`config.mk`:
```
export PLATFORM = sky130hd
export DESIGN_NAME = dpi_stream_sequencer
export DESIGN_NICKNAME = d
export VERILOG_FILES = /design/src/rtl/dpi_stream_sequencer.sv
export SDC_FILE = /design/constraint.sdc
export NUM_CORES = 2
export LEC_CHECK = 0
export CAP_MARGIN = 10
export CELL_PAD_IN_SITES_DETAIL_PLACEMENT = 0
export CELL_PAD_IN_SITES_GLOBAL_PLACEMENT = 1
export CORE_MARGIN = 10
export CORE_UTILIZATION = 45
export CTS_BUF_LIST = sky130_fd_sc_hd__clkbuf_8
export DETAILED_ROUTE_END_ITERATION = 12
export PLACE_DENSITY = 0.75
export SKIP_LAST_GASP = 1
export SYNTH_ARGS = -nofsm -noshare
export SYNTH_HDL_FRONTEND = slang
export SYNTH_SLANG_ARGS = --single-unit
```
`constraint.sdc`:
```
create_clock -name clk -period 60.7 [get_ports clk]
set_input_delay 6.07 -clock clk [delete_from_list [all_inputs] [get_ports clk]]
set_output_delay 6.07 -clock clk [all_outputs]
set_load 0.05 [all_outputs]
```
`src/rtl/dpi_stream_sequencer.sv`:
```
// dpi_stream_sequencer: packet front-end that sequences load/char/eop strobes into the regex matcher bank.
// Define DPI_SEQ_STATS_EN to add the pkt_cnt/byte_cnt statistics outputs.
module dpi_stream_sequencer #(
    parameter int NUM_REGEX = 16,
    parameter int LOAD_GAP = 2,
    parameter int EOP_DRAIN = 3,
    parameter logic [NUM_REGEX-1:0] ENABLE_RST = '1
) (
    input  logic                 clk,
    input  logic                 rst,
    input  logic                 pkt_vld,
    output logic                 pkt_rdy,
    input  logic                 pkt_sop,
    input  logic                 pkt_eop,
    input  logic [7:0]           pkt_data,
    input  logic [5:0]           pkt_stream_id,
    input  logic                 cfg_we,
    input  logic [5:0]           cfg_addr,
    input  logic [NUM_REGEX-1:0] cfg_wdata,
    input  logic                 seen_clr,
    output logic [5:0]           stream_id,
    output logic                 new_stream_id,
    output logic                 load_state,
    output logic [7:0]           char_in,
    output logic                 char_in_vld,
    output logic                 eop,
    output logic [NUM_REGEX-1:0] enable,
`ifdef DPI_SEQ_STATS_EN
    output logic [31:0]          pkt_cnt,
    output logic [31:0]          byte_cnt,
    output logic                 busy,
`else
    output logic                 busy,
`endif
    output logic                 protocol_err
);
    typedef enum logic [2:0] {IDLE, LOAD, GAP, STREAM, DRAIN, EOP} state_t;
    state_t state;
    logic [63:0] seen;
    logic [NUM_REGEX-1:0] en_tab [64];
    logic [7:0] cnt;
    logic first;
    logic acc;
    assign acc = pkt_vld & pkt_rdy & (state != IDLE);
    always_ff @(posedge clk or posedge rst) begin
        if (rst) begin
            for (int i = 0; i < 64; i++) en_tab[i] <= ENABLE_RST;
        end else if (cfg_we) begin
            en_tab[cfg_addr] <= cfg_wdata;
        end
    end
    always_ff @(posedge clk or posedge rst) begin
        if (rst) begin
            state <= IDLE;
            seen <= '0;
            cnt <= '0;
            first <= 1'b0;
            pkt_rdy <= 1'b0;
            stream_id <= '0;
            new_stream_id <= 1'b0;
            load_state <= 1'b0;
            char_in <= '0;
            char_in_vld <= 1'b0;
            eop <= 1'b0;
            enable <= '0;
            busy <= 1'b0;
            protocol_err <= 1'b0;
        end else begin
            load_state <= 1'b0;
            eop <= 1'b0;
            char_in_vld <= acc;
            if (acc) char_in <= pkt_data;
            case (state)
                IDLE: begin
                    // a ready raised for a stray beat lasts one cycle so a following sop is only peeked
                    if (pkt_rdy) begin
                        pkt_rdy <= 1'b0;
                    end else if (pkt_vld && pkt_sop) begin
                        state <= LOAD;
                        busy <= 1'b1;
                        load_state <= 1'b1;
                        stream_id <= pkt_stream_id;
                        new_stream_id <= ~seen[pkt_stream_id];
                        enable <= en_tab[pkt_stream_id];
                        pkt_rdy <= (LOAD_GAP == 0);
                        first <= 1'b1;
                        cnt <= '0;
                    end else if (pkt_vld) begin
                        pkt_rdy <= 1'b1;
                        protocol_err <= 1'b1;
                    end
                end
                LOAD: begin
                    state <= (LOAD_GAP > 1) ? GAP : STREAM;
                    pkt_rdy <= (LOAD_GAP <= 1);
                end
                GAP: begin
                    if (cnt == 8'(LOAD_GAP - 2)) begin
                        state <= STREAM;
                        pkt_rdy <= 1'b1;
                    end else begin
                        cnt <= cnt + 8'd1;
                    end
                end
                DRAIN: begin
                    if (cnt == 8'(EOP_DRAIN - 1)) begin
                        state <= EOP;
                        eop <= 1'b1;
                    end else begin
                        cnt <= cnt + 8'd1;
                    end
                end
                EOP: begin
                    state <= IDLE;
                    busy <= 1'b0;
                    seen[stream_id] <= 1'b1;
                end
                default: ;
            endcase
            if (acc) begin
                first <= 1'b0;
                if (pkt_sop && !first) protocol_err <= 1'b1;
                if (pkt_eop) begin
                    pkt_rdy <= 1'b0;
                    cnt <= '0;
                    state <= (EOP_DRAIN == 0) ? EOP : DRAIN;
                    eop <= (EOP_DRAIN == 0);
                end
            end
            if (seen_clr) seen <= '0;
        end
    end
`ifdef DPI_SEQ_STATS_EN
    always_ff @(posedge clk or posedge rst) begin
        if (rst) begin
            pkt_cnt <= '0;
            byte_cnt <= '0;
        end else begin
            if (eop) pkt_cnt <= pkt_cnt + 32'd1;
            if (char_in_vld) byte_cnt <= byte_cnt + 32'd1;
        end
    end
`endif
endmodule

```
==> results.cfg <==
[global_routing]
grt_pass1_wl_um = 207000
grt_pass1_vias = 31700
grt_max_degree = 172
antenna_found_initial = 6
grt_overflow = 0
grt_use_total = 0.205

[outcome]
outcome = finished, final reports clean

[clock_tree]
post_cts_resized = 0
numCtsBuffers = 187
clk_pin_slew_ns = 0.06
clkSinkCount = 1137
cts_tree = yes
htreeDepth = 4
clock-root-buffer = clkbuf_8
cts_buffer_depth = 3
clk_latency_ns = 0.85
cts_setup_buffers = 0
hold_buffers = 0

[placement]
port_buffers = 79
gp_congestion = 0.762
dp_hpwl_um = 78500

[synthesis]
synth.avg_cell_area_um2 = 15.6
synthCells = 3376
synth-edff-count = 0
async_flop_share = 1.00
synth_ff_type = dfstp_2
netlist_area_um2 = 52700
ys_ff_latch = 1137
ys_seq_area_frac = 0.564
synth_nets = 3422
yosys_warnings = 0
synth_cell_types = 58

[critical_path]
worstPathRequired_ns = 61.40
critPathMaxStageDelay_ns = 0.84
critical-path-top-delay-family = buffers and inverters
crit_chain = buf_8, buf_4, buf_4, mux4_2, mux4_2, mux2i_1, o21ai_0
ff2ff_path_depth = 5
critPathKind = input port to flop
reg2reg_to = enable[14]
crit_buf_inv = 3
regToRegSetupSlack_ns = 57.89
cp-end-kind = flop
crit_slowest_cell = buf_4
critPathArrivalTime_ns = 10.02
r2r-start = state[1]
startpoint_type = input port
path_max_fanout = 51

[detailed_routing]
wl_um = 135000
num_vias = 29900
drc = 0
wl_per_cell_um = 26.5
viasPerCell = 5.86
postRouteAntennaNets = 0
firstDrtPassIters = 5
first_iter_violations = 2161

[floorplan]
io_pins = 80
die_h_um = 362
core_um2 = 116000
fp.dieW_um = 362
num_rows = 125
die_area_um2 = 131000
initial_core_util = 0.454

[sta]
rsz0062_at_grt = no
finalMaxSlewViolations = 0
finClkSkew_ns = 0.0364
hold_viol = 0
setup_viol = 0
setup_tns_ns = 0
whs_ns = 0.461
worst_pin_slew_ns = 1.27
slew_headroom = 0.154
period_needed_ns = 9.31
finalCritPeriodShare = 0.153
max_freq_ghz = 0.107

[final_layout]
layout-drive-gt1-share = 0.768
area_growth_pct = 10.9
fin_nets = 3479
final_core_util = 0.503

[worst_hold_path]
hold_depth = 1
hold_path_startpoint = protocol_err
hold_end = protocol_err
hold_path.class = flop to flop

[power]
p_leak_nw = 23.5
irDropWorstVdd_mv = 0.0231
power.density_nw_per_um2 = 33.9

[flow_run]
cap_violations = 0
cells in the final DEF, fill, tap and decap left out, types with 57 or more instances in the layout:
cell type	count
buf_4	91
dfstp_2	1024
inv_1	78
clkdlybuf4s50_1	57
nor2_1	122
nand2_1	87
clkbuf_8	231
dfrtp_1	113
mux2_2	1034
mux4_2	278
a21oi_1	74
cell families after synthesis:
family                     synth area share
AOI/OAI and AO/OA                    0.0308
adders and majority gates          0.000712
buffers and inverters                0.0281
DFF                                   0.564
muxes                                 0.347
and+or+nand+nor                      0.0297
cell usage after synthesis, drive strengths merged, types with 3 or more instances:
cell	number	area share
nor3	19	0.0022
a221oi	28	0.0047
mux4	281	0.12
nand3	14	0.0013
o211ai	5	0.00071
o31ai	10	0.0014
dfrtp	113	0.054
a21oi	74	0.0070
nor2b	26	0.0031
nand3b	5	0.00071
nand2b	9	0.0011
a211oi	16	0.0023
a311oi	6	0.0010
ha	3	0.00071
a211o	9	0.0015
inv	11	0.00078
a22o	18	0.0030
buf	145	0.016
and3b	4	0.00066
and2	3	0.00036
or3	3	0.00036
mux2	1034	0.22
o22ai	17	0.0020
or2	5	0.00059
a22oi	18	0.0026
o21ai	11	0.0010
nor2	133	0.0095
nor4	11	0.0013
clkbuf	161	0.011
nand2	87	0.0062
nor3b	4	0.00057
and3	5	0.00059
mux2i	30	0.0057
dfstp	1024	0.51
a2111oi	6	0.0011
a31oi	10	0.0012
layout make-up:
class / count / area, um2
clock buffers: 231 / 3180
flip-flops and latches: 1137 / 29700
well taps: 1524 / 1910
inverters: 13 / 56.3
clock inverters: 108 / 598
repair buffers: 174 / 1460
fillers: 9862 / 57700
multi-input cells: 1920 / 21600
diodes: 2 / 5.00
report_power, final:
group	total [mW]	leakage, nW	internal (mW)	switching (mW)
sequential	0.993	12.2	0.928	0.0645
clock	0.670	2.21	0.354	0.317
combinational	0.319	9.17	0.157	0.162
total	1.98	23.5	1.44	0.543
worst max-delay path by stage:
| stage | from | endpoint | slack [ns] | depth (start not counted) |
|---|---|---|---|---|
| 2_1_floorplan | rst | busy | 24.30 | 1 |
| 3_3_place_gp | pkt_stream_id[0] | enable[7] | 50.33 | 7 |
| 3_5_place_dp | pkt_stream_id[0] | enable[7] | 50.33 | 7 |
| 4_1_cts | pkt_stream_id[0] | enable[7] | 51.29 | 7 |
| 5_1_grt | pkt_stream_id[0] | enable[7] | 51.12 | 7 |
| 6_report | pkt_stream_id[0] | enable[7] | 51.39 | 7 |
flip-flops by register name (all words and copies together), names as in the netlist:
signal	cells
eop	1
state	3
new_stream_id	1
busy	1
en_tab	1024
load_state	1
char_in	8
seen	64
stream_id	6
first	1
pkt_rdy	1
enable	16
cnt	8
char_in_vld	1
protocol_err	1
routing by layer:
layer	vias up	track usage	wire, um
met5	-	0	7
met4	2	0.0641	3450
met3	207	0.0389	6810
met2	696	0.324	63400
met1	16300	0.286	61400
li1	12700	-	-
per-stage QoR:
step	instances	worst slack, ns	cell area, um2	total power, mW
final	5109	51.39	58500	1.98
after global routing	5109	51.12	58500	2.07
after CTS	5107	51.29	58500	2.00
after detailed placement	4768	50.33	54700	1.33
after global placement	4768	50.33	54700	1.32
after floorplan	3376	24.30	52700	1.22
worst reg2reg max path, delay by kind of cell (launching register included):
| kind | cells | cell delay, ns |
|---|---|---|
| AND/OR/NAND/NOR | 2 | 0.95 |
| AO/OA/AOI/OAI | 3 | 1.28 |
| flip-flops | 1 | 0.49 |
(Power assumes the default switching activity.)
